File: src/rtl/udp_tx_scheduler.sv
// Round-robin owner of the shared UDP TX mux: one datagram per grant,
// with a watchdog that revokes a source that stops making progress.
module udp_tx_scheduler #(
  parameter int S_COUNT = 3,
  parameter int TIMEOUT = 65535,
  localparam int SEL_W = $clog2(S_COUNT)
) (
  input  logic               clk,
  input  logic               reset,
  input  logic [S_COUNT-1:0] req,
  input  logic [S_COUNT-1:0] req_mask,
  input  logic               hdr_valid,
  input  logic               hdr_ready,
  input  logic               tvalid,
  input  logic               tready,
  input  logic               tlast,
  output logic [SEL_W-1:0]   select,
  output logic               enable,
  output logic [S_COUNT-1:0] grant,
  output logic               busy,
  output logic               timeout_pulse,
  output logic [15:0]        timeout_count
);

  localparam int WD_W = $clog2(TIMEOUT + 1);
  localparam logic [SEL_W:0] S_CNT = (SEL_W+1)'(S_COUNT);
  localparam logic [WD_W-1:0] WD_MAX = WD_W'(TIMEOUT);

  typedef enum logic [1:0] {IDLE, HDR, PAY} state_t;

  state_t             state, state_nxt;
  logic [SEL_W-1:0]   ptr, win, ptr_nxt;
  logic [S_COUNT-1:0] elig, win_oh;
  logic [SEL_W:0]     cand, inc;
  logic [WD_W-1:0]    wd, wd_inc;
  logic               found;
  logic               hs_hdr, hs_pay, beat;
  logic               expire, done;

  assign elig   = req & req_mask;
  assign hs_hdr = hdr_valid & hdr_ready;
  assign hs_pay = tvalid & tready;
  assign beat   = hs_hdr | hs_pay;
  assign wd_inc = wd + WD_W'(1);
  assign busy   = (state != IDLE);

  // first eligible index at or after ptr, wrapping
  always_comb begin
    win    = '0;
    win_oh = '0;
    found  = 1'b0;
    cand   = '0;
    for (int i = 0; i < S_COUNT; i++) begin
      cand = {1'b0, ptr} + (SEL_W+1)'(i);
      if (cand >= S_CNT) cand = cand - S_CNT;
      if (!found && elig[cand[SEL_W-1:0]]) begin
        found = 1'b1;
        win   = cand[SEL_W-1:0];
      end
    end
    if (found) win_oh[win] = 1'b1;
  end

  always_comb begin
    inc     = {1'b0, select} + (SEL_W+1)'(1);
    ptr_nxt = (inc == S_CNT) ? '0 : inc[SEL_W-1:0];
  end

  // a handshake in the expiring cycle keeps the grant alive
  assign expire = busy && !beat && (wd_inc == WD_MAX);
  assign done   = (state == PAY && hs_pay && tlast) || expire;

  always_comb begin
    state_nxt = state;
    unique case (state)
      IDLE: if (found) state_nxt = HDR;
      HDR: begin
        if (hs_hdr) state_nxt = PAY;
        else if (expire) state_nxt = IDLE;
      end
      PAY: begin
        if (hs_pay && tlast) state_nxt = IDLE;
        else if (expire) state_nxt = IDLE;
      end
      default: state_nxt = IDLE;
    endcase
  end

  always_ff @(posedge clk or posedge reset) begin
    if (reset) begin
      state         <= IDLE;
      ptr           <= '0;
      wd            <= '0;
      select        <= '0;
      enable        <= 1'b0;
      grant         <= '0;
      timeout_pulse <= 1'b0;
      timeout_count <= '0;
    end else begin
      state         <= state_nxt;
      wd            <= (state == IDLE || beat) ? '0 : wd_inc;
      timeout_pulse <= expire;
      if (expire && timeout_count != 16'hFFFF)
        timeout_count <= timeout_count + 16'd1;
      if (state == IDLE && found) begin
        select <= win;
        grant  <= win_oh;
        enable <= 1'b1;
      end else if (done) begin
        grant  <= '0;
        enable <= 1'b0;
        ptr    <= ptr_nxt;
      end
    end
  end

endmodule
File: config.mk
export PLATFORM = sky130hd
export DESIGN_NAME = udp_tx_scheduler
export DESIGN_NICKNAME = d
export VERILOG_FILES = /design/src/rtl/udp_tx_scheduler.sv
export SDC_FILE = /design/constraint.sdc
export NUM_CORES = 1
export LEC_CHECK = 0
export CAP_MARGIN = 20
export CORE_MARGIN = 5
export CORE_UTILIZATION = 40
export DETAILED_ROUTE_END_ITERATION = 8
export HOLD_SLACK_MARGIN = 0.05
export PLACE_DENSITY = 0.69
export SLEW_MARGIN = 20
export SYNTH_ARGS = -nofsm -noshare
export SYNTH_HDL_FRONTEND = slang
export SYNTH_SLANG_ARGS = --single-unit
File: constraint.sdc
create_clock -name clk -period 4.9 [get_ports clk]
set_input_delay 0.735 -clock clk [delete_from_list [all_inputs] [get_ports clk]]
set_output_delay 0.735 -clock clk [all_outputs]
set_load 0.1 [all_outputs]
==> results.txt <==
Fraction of power spent switching nets - 37.9%
Cells after Synth - 239
Hold endpoint - enable
Reg2Reg Capture Point - timeout_count[1]
Total power - 1.17 mW
Crit path max fanout - 17
Pre-Repair DR Iteration Count - 4
Die footprint - 7480 um^2
Worst R2R Start - wd[0]
Footprint of the multi-input gates - 1180 um^2
Commonest register cell after synthesis - dfrtp_1
Worst relative slew slack - 33.8%
Post-CTS setup buffers - 0
Worst Skew - 0.00369 ns
Worst EP required - 5.09 ns
Setup TNS - 0 ns
Hpwl dp - 3.44 mm
Max Slew Vio Count - 0
Power Dens Cells - 407 nW/um^2
Syn-to-layout area delta - 23.0%
Io pins - 37
Largest area contributor in the netlist - dfrtp_1
Clock tree buffer depth - 2
Die Y - 86.5 um
Diode count - 0
HP Class - flip-flop to flip-flop
Post-Syn Area per Cell - 9.79 um^2
Post-CTS Hold Buffers - 0
Hold Fails Final Rpt - 0
Number of global-route vias before repair - 1774
Cell Rows - 27
Max Freq - 0.314 GHz
Flop pwr share - 36.5%
RePlAce Congestion - 0.796
Outcome - finished clean
FFs w/ async S/R, synth - 100%
Routed vias/inst - 5.29
Clk_lat worst skew - 0.30 ns
Post-synthesis instance area - 2340 um^2
Worst Reg-to-Reg Cells - 6
Port buffer count - 36
Area fraction of the dominant cell type after synthesis - 46.0%
Clock Power Share - 27.9%
RSZ-0062 raised after global routing - false
Num CTS Buffers - 5
Post-route ant nets - 0
Worst slack at placement - 1.40 ns
Seq/Total Area, Yosys - 46.0%
Period utilisation layout - 65.0%
Die width - 86.5 um
WHS Path Cells - 1
R2r setup slk - 1.88 ns
Combinational share of power - 35.6%
CTS tree - done
H-tree Lvls - 2
Top-count cell post-synth - dfrtp_1
Net Sw Power - 0.444 mW
Post-synth EDFFs - 0
Final nets - 291
Crit path arrival time - 3.37 ns
Reg area - 1080 um^2
HP Start - enable
Fill cell count - 554
Final WL - 4.72 mm
Post-synth cell types - 46
# clock sinks - 43
Final setup fails - 0
Crit. End Element - flip-flop
Worst Setup SP - hdr_valid
Top area cells in the synthesized netlist - dfrtp_1, xnor2_1, nor2_1
Routed length per placed instance - 13.6 um
Core box area - 5610 um^2
GRT Residual Overflow - 0
DRT iter0 DRCs - 74
Post-route setup slack - 1.72 ns
Worst-Margin Slew - 0.989 ns
Yosys reg bits - 43
Layout cell share with drive strength beyond 1 - 7.30%
Largest net degree at the start of global routing - 44
Vias post-DR - 1832
Yosys Warn Count - 0
CTS resizes - 0
Max-cap viol count - 0
Root buffer cell - clkbuf_8
Initial antenna violation count - 0
Worst Setup Start Kind - input port
P_int - 0.729 mW
Post-layout min period - 3.18 ns
Initial Utilization - 41.7%
Crit Path Class - input port to flip-flop
Worst-path clk slew - 0.08 ns
P_leak - 1.19 nW
VDD IR max - 354 uV
Most frequent cells after synthesis - dfrtp_1, nor2_1, xnor2_1, nand2_1
Global Route Usage Sum - 13.7%
Global-route wire length before repair - 8.16 mm
# DRC - 0
Syn nets - 257
power by group through the flow:
stage	clock network, mW	registers [mW]	logic (mW)
floorplan	0	0.539	0.226
global placement	0	0.433	0.416
detailed placement	0	0.435	0.421
CTS	0.339	0.428	0.422
global route	0.350	0.435	0.454
finish	0.328	0.428	0.417
state kept, by name, summed over array words and instances, names as in the netlist:
signal	count
timeout_count	16
enable	1
state	2
timeout_pulse	1
wd	16
grant	3
select	2
ptr	2
cell type report:
type | instances | share of cell area [%]
tap | 72 | 3.13
clock buffer | 5 | 2.39
multi-input combinational | 177 | 40.8
clock inverter | 3 | 2.35
inverter | 9 | 1.17
sequential | 43 | 37.4
timing repair buffer | 37 | 12.8
worst max-delay path, stage by stage:
cell             delay (ns)
clkdlybuf4s50_1        0.44
a221o_1                0.60
a221o_2                0.47
nor4_4                 0.71
mux2_2                 0.41
worst max-delay path by stage:
stage | slack (ns) | end
2_1_floorplan | 2.29 | timeout_count[3]
3_3_place_gp | 1.43 | timeout_count[1]
3_5_place_dp | 1.40 | timeout_count[1]
4_1_cts | 1.71 | timeout_count[1]
5_1_grt | 1.61 | timeout_count[5]
6_report | 1.72 | timeout_count[1]
through the flow:
stage | hold slack [ns] | utilization, % | cells | area, um^2
after floorplan | 0.506 | - | 239 | 2340
after global placement | 0.471 | 48.9 | 338 | 2740
after detailed placement | 0.479 | 48.9 | 338 | 2740
after CTS | 0.500 | 51.4 | 346 | 2880
after global routing | 0.526 | 51.4 | 346 | 2880
final | 0.495 | 51.4 | 346 | 2880
cell usage in the layout (no fill, tap or decap), types with 2 or more instances in the layout:
cell and instances:
and2_1 4, and3b_1 2, clkdlybuf4s50_1 36, mux2i_1 2, maj3_1 2, nand4b_1 2, mux2_2 3, ha_1 5
clkbuf_8 5, and3_1 5, dfrtp_1 43, nor4_4 2, nand3_1 15, xor2_1 6, nor3_1 7, a21oi_1 3
or3_1 2, nand2_1 17, inv_1 9, nor2_1 28, bufinv_16 2, nand2b_1 3, nor4_1 2, nand4_1 15
a21o_1 2, a31o_2 3, xnor2_1 21, nor2b_1 3, o21ai_0 8
kinds of logic after synthesis:
family / Yosys count / share of synthesized area (%)
AOI/OAI and AO/OA: 27 / 8.28
xor gates and xnor gates: 27 / 10.1
adders and majority gates: 7 / 3.53
buffers and inverters: 19 / 3.79
DFF: 43 / 46.0
muxes: 5 / 2.30
and+or+nand+nor: 111 / 26.0
metal layers:
metal | track usage (%) | part of all wire, % | vias to the layer above | wire (um)
li1 | - | - | 907 | -
met1 | 19.5 | 49 | 868 | 2320
met2 | 19.4 | 43 | 48 | 2010
met3 | 4.28 | 6.0 | 9 | 284
met4 | 5.38 | 2.1 | 0 | 97
met5 | 0 | 0 | - | 0
Power figures use the tool's default switching activity.
==> edit 1, RTL diff (same flow settings) <==
Set the parameter `S_COUNT` to 6 (it was 3).
--- a/src/rtl/udp_tx_scheduler.sv
+++ b/src/rtl/udp_tx_scheduler.sv
@@ -2,5 +2,5 @@
 // with a watchdog that revokes a source that stops making progress.
 module udp_tx_scheduler #(
-  parameter int S_COUNT = 3,
+  parameter int S_COUNT = 6,
   parameter int TIMEOUT = 65535,
   localparam int SEL_W = $clog2(S_COUNT)
Interface: changed (resized grant, req, req_mask and select); port bits go from 37 to 47. The function was not compared with the original's and may differ.
==> edit 1 against the unedited design <==
  * Power increased by 77%
  * Design area increased by 34%
  * Setup slack worse by 0.73 ns
  * Sequential share of layout area shrank 6.2 points
  * Synthesized cell count up 52%
  * Hold slack got worse by 0.0057 ns
  * Sequential power up 23%
  * Die area increased by 33%
  * Wire length rose by 60%
  * Synthesized area grew 38%
  * Sequential cell count grew 5
  * Global-route usage is 1.7 points higher
  * Clock power is 13% lower
  * Maximum frequency decreased by 19%
  * Largest cell class unchanged
==> edit 1: results (changes against the unedited design) <==
| Metric | Value |
|---|---|
| GP Congestion | `0.998 (+25%)` |
| DRC | `0 (unchanged)` |
| Worst Skew | `0.00992 ns (+0.00623 ns)` |
| Sequential element share of the synthesized area | `37.3% (-8.7 points)` |
| Net count after synthesis | `395 (+54%)` |
| Syn. warnings | `0 (unchanged)` |
| Antenna Diode Count | `0 (unchanged)` |
| Layout cells sized above 1 | `5.42% (-1.9 points)` |
| Slowest-stage cell, CP | `dfrtp_1` |
| Max Buffers Root-to-Sink | `2 (unchanged)` |
| Fill cells | `770 (+39%)` |
| Postcts setup bufs | `0 (unchanged)` |
| DP Wirelength | `5.59 mm (+62%)` |
| First-pass GRT wire length | `12.7 mm (+56%)` |
| Clk_lat worst skew | `0.30 ns (about the same)` |
| Drt pass-1 iters | `4 (unchanged)` |
| Largest net degree at the start of global routing | `49 (+11%)` |
| DRC violation total after the first TritonRoute iteration | `135 (+82%)` |
| Routed WL | `7.54 mm (+60%)` |
| Synth top cells by count | `dfrtp_1 (48), nor2_1 (44), nand2_1 (32), xor2_1 (22), nand3_1 (19)` |
| Worst Hold Class | `reg2reg` |
| Register clock-pin slew on the reported worst setup and hold paths | `0.09 ns` |
| Synth Area in Compound Gates | `18.7% (+10 points)` |
| Vias per Instance | `5.50 (+3.8%)` |
| Async S/R FF share, synth | `100% (unchanged)` |
| Number of CTS-inserted buffers | `5 (unchanged)` |
| Status | `completed` |
| Top flop regs | `timeout_count (16), wd (16), grant (6)` |
| Gr usage total | `15.5% (+1.7 points)` |
| P_leak | `0.00158 uW (+32%)` |
| Vias in the first global route | `2709 (+53%)` |
| Arrival @ worst endpoint | `4.11 ns (+0.74 ns)` |
| Final #Nets | `437 (+50%)` |
| XOR/XNOR Fraction of Synth Area | `9.79% (-0.31 points)` |
| H-tree Lvls | `2 (unchanged)` |
| Clock root cell | `clkbuf_8` |
| Distinct cells, synth | `64 (+39%)` |
| Psw | `1030 uW (+130%)` |
| Placement Setup Slack | `1.06 ns (-0.337 ns)` |
| Slew HR | `32.5% (-1.3 points)` |
| Area contributors post-synth | `dfrtp_1 (37%), xor2_1 (6.0%), nor2_1 (5.1%), ha_1 (5.1%), xnor2_1 (3.8%)` |
| IR drop worst, VDD | `0.266 mV (-25%)` |
| Post-CTS resize count | `0 (unchanged)` |
| Dominant synthesized flop cell | `dfrtp_1` |
| Initial antenna violation count | `0 (unchanged)` |
| Post-synthesis mux area share | `1.28% (-1.0 points)` |
| Adder-Cell Fraction of Synth Area | `5.05% (+1.5 points)` |
| Slowest stage delay, CP | `0.78 ns (+0.07 ns)` |
| Worst Path Max Fanout | `23 (+6)` |
| Port Buffers | `46 (+28%)` |
-- edit 1: changes by cell type after synthesis, sizes merged, moves of 9 or more --
cell and delta:
nand2 +15, o21ai +9, xor2 +16, nor2 +16, nand4 -9, a21oi +13
-- edit 1: kinds of logic after synthesis --
group                    after synthesis
AND/OR/NAND/NOR                      151
AO/OA/AOI/OAI                         84
flip-flops                            48
XOR/XNOR                              36
buffers and inverters                 27
adder cells (fa/ha/maj)               13
multiplexers                           4
-- edit 1: power groups by stage --
stage,Combinational (uW),Sequential [uW],Clock [uW]
3_3_place_gp,1210,535,0
3_5_place_dp,1240,536,0
2_1_floorplan,830,684,0
4_1_cts,1250,528,291
5_1_grt,1350,539,308
6_report,1260,528,284
-- edit 1: through the flow --
stage	cells	hold slack, ns	area [um^2]
floorplan	363	0.446	3220
global placement	500	0.470	3750
detailed placement	500	0.481	3750
CTS	508	0.498	3860
global route	508	0.520	3860
finish	508	0.489	3860
-- edit 1: final cells by class --
type | count | share of cell area (%)
Inverter | 16 | 1.59
Tap cell | 102 | 3.31
Clock buffer | 5 | 1.78
Sequential cell | 48 | 31.1
Clock inverter | 3 | 1.10
Timing Repair Buffer | 46 | 11.9
Multi-Input combinational cell | 288 | 49.2
-- edit 1: layer usage --
metal	track usage, %	wire [um]
met1	20.7	3590
met2	24.5	3360
met3	4.07	465
met4	4.52	114
met5	0	0
-- edit 1: worst paths after layout --
| check | from | end | slack, ns | cells past startpoint |
|---|---|---|---|---|
| hold / removal | wd[0] | wd[0] | 0.49 | 1 |
| min in group asynchronous | reset | wd[6] | 0.88 | 2 |
| setup / recovery | ptr[0] | grant[2] | 0.98 | 10 |
| max in group asynchronous | reset | timeout_count[8] | 3.53 | 2 |
| setup reg to reg | ptr[0] | grant[2] | 0.98 | 10 |
| hold reg to reg | wd[0] | wd[0] | 0.49 | 1 |
-- edit 1: critical path, delay by kind of cell (launching register included) --
family | cells | cell delay [ns]
adders and majority gates | 1 | 0.69
buffers and inverters | 1 | 0.24
and+or+nand+nor | 3 | 0.63
AOI/OAI and AO/OA | 5 | 1.45
DFF | 1 | 0.78
==> edit 2, RTL diff (config.mk and constraints unchanged) <==
Made on the original files. The output `timeout_pulse` loses its register stage (`timeout_pulse` becomes a continuous assignment).
--- a/src/rtl/udp_tx_scheduler.sv
+++ b/src/rtl/udp_tx_scheduler.sv
@@ -95,10 +95,8 @@
       enable        <= 1'b0;
       grant         <= '0;
-      timeout_pulse <= 1'b0;
       timeout_count <= '0;
     end else begin
       state         <= state_nxt;
       wd            <= (state == IDLE || beat) ? '0 : wd_inc;
-      timeout_pulse <= expire;
       if (expire && timeout_count != 16'hFFFF)
         timeout_count <= timeout_count + 16'd1;
@@ -115,3 +113,5 @@
   end
 
+  assign timeout_pulse = expire;
+
 endmodule
Function: no difference found for any inputs over 10 cycles, from zero or initial values and one cycle with reset high; that may be too few to reach the edited logic, so the function may still have changed.
==> edit 2 against the unedited design <==
  * Synthesized cell count shrank 0.42%
  * Power shrank 5.8%
  * Synthesized area shrank 1.1%
  * Sequential cell count shrank 1
  * Design area shrank 2.0%
  * Wire length shrank 0.64%
  * Setup slack lost 0.37 ns
==> edit 2: results (changes against the unedited design) <==
| Metric | Value |
|---|---|
| Post-DP Area | `0.00272 mm^2 (-1.0%)` |
| DP Wirelength | `3.36 mm (-2.3%)` |
| Hold_ws | `0.499 ns (+0.00372 ns)` |
| Arrival @ worst endpoint | `2.82 ns (-0.55 ns)` |
| Placed Cells | `337 (-0.30%)` |
| Drt wl/cell | `13.6 um (-0.35%)` |
| Net count after synthesis | `256 (-0.39%)` |
| Synth top cells by count | `dfrtp_1 (42), nor2_1 (28), xnor2_1 (21), nand2_1 (17)` |
| Seq. pwr | `421 uW (-2%)` |
| Synth Area in Compound Gates | `8.37% (+0.090 points)` |
| Final setup margin | `1.34 ns (-0.371 ns)` |
| Vias per Instance | `5.22 (-1.4%)` |
| DRC violation total after the first TritonRoute iteration | `153 (+110%)` |
| Gr usage total | `13.5% (-0.21 points)` |
| XOR/XNOR Fraction of Synth Area | `10.2% (+0.11 points)` |
| Slowest stage delay, CP | `0.61 ns (-0.10 ns)` |
| Vias in the first global route | `1689 (-4.8%)` |
| Layout Cells excl Fill | `345 (-0.29%)` |
| Worst Skew | `0.00483 ns (+0.00114 ns)` |
| Post-synthesis mux area share | `2.32% (+0.025 points)` |
| Status | `completed` |
| GP Congestion | `0.788 (-0.93%)` |
| Syn Area/Cell | `9.73 um^2 (-0.65%)` |
| Largest net degree at the start of global routing | `43 (-2.3%)` |
| Final #Nets | `290 (-0.34%)` |
| Area contributors post-synth | `dfrtp_1 (45%), xnor2_1 (7.9%), nor2_1 (4.5%), nand4_1 (4.1%), nand3_1 (3.2%)` |
| Switching power share of the total | `39.4% (+1.5 points)` |
| Fill cells | `530 (-4.3%)` |
| P_leak | `0.00117 uW (-2.0%)` |
| Slowest-stage cell, CP | `a221o_1` |
| Adder-Cell Fraction of Synth Area | `3.57% (+0.038 points)` |
| Clock network power | `267 uW (-19%)` |
| Tot Pwr | `1100 uW (-5.8%)` |
| Worst slew pin tran | `0.973 ns (-0.0162 ns)` |
| Hold path start | `enable` |
| Layout cells sized above 1 | `6.96% (-0.34 points)` |
| First-pass GRT wire length | `8.11 mm (-0.59%)` |
==> edit 2: cell type report <==
cell class,count,area [um^2],share of cell area (%)
multi-input combinational,177,1180,41.7
clock inverter,1,30.0,1.06
sequential,42,1050,37.2
tap,72,90.1,3.19
clock buffer,7,76.3,2.70
timing repair buffer,37,365,12.9
inverter,9,33.8,1.20
==> edit 2: worst max path at each step <==
stage / startpoint / endpoint / slack [ns]
6_report: hdr_valid / timeout_pulse / 1.34
5_1_grt: hdr_valid / timeout_pulse / 1.25
4_1_cts: hdr_valid / timeout_pulse / 1.33
3_5_place_dp: hdr_valid / timeout_pulse / 1.34
3_3_place_gp: hdr_valid / timeout_pulse / 1.32
2_1_floorplan: wd[0] / timeout_pulse / 0.46
==> edit 2: routing by layer <==
metal	track usage, %	share of wire [%]	vias to the layer above
met2	19.7	43	35
met3	4.23	5.7	6
li1	-	-	907
met1	19.2	50	853
met4	3.88	1.3	0
met5	0	0	-
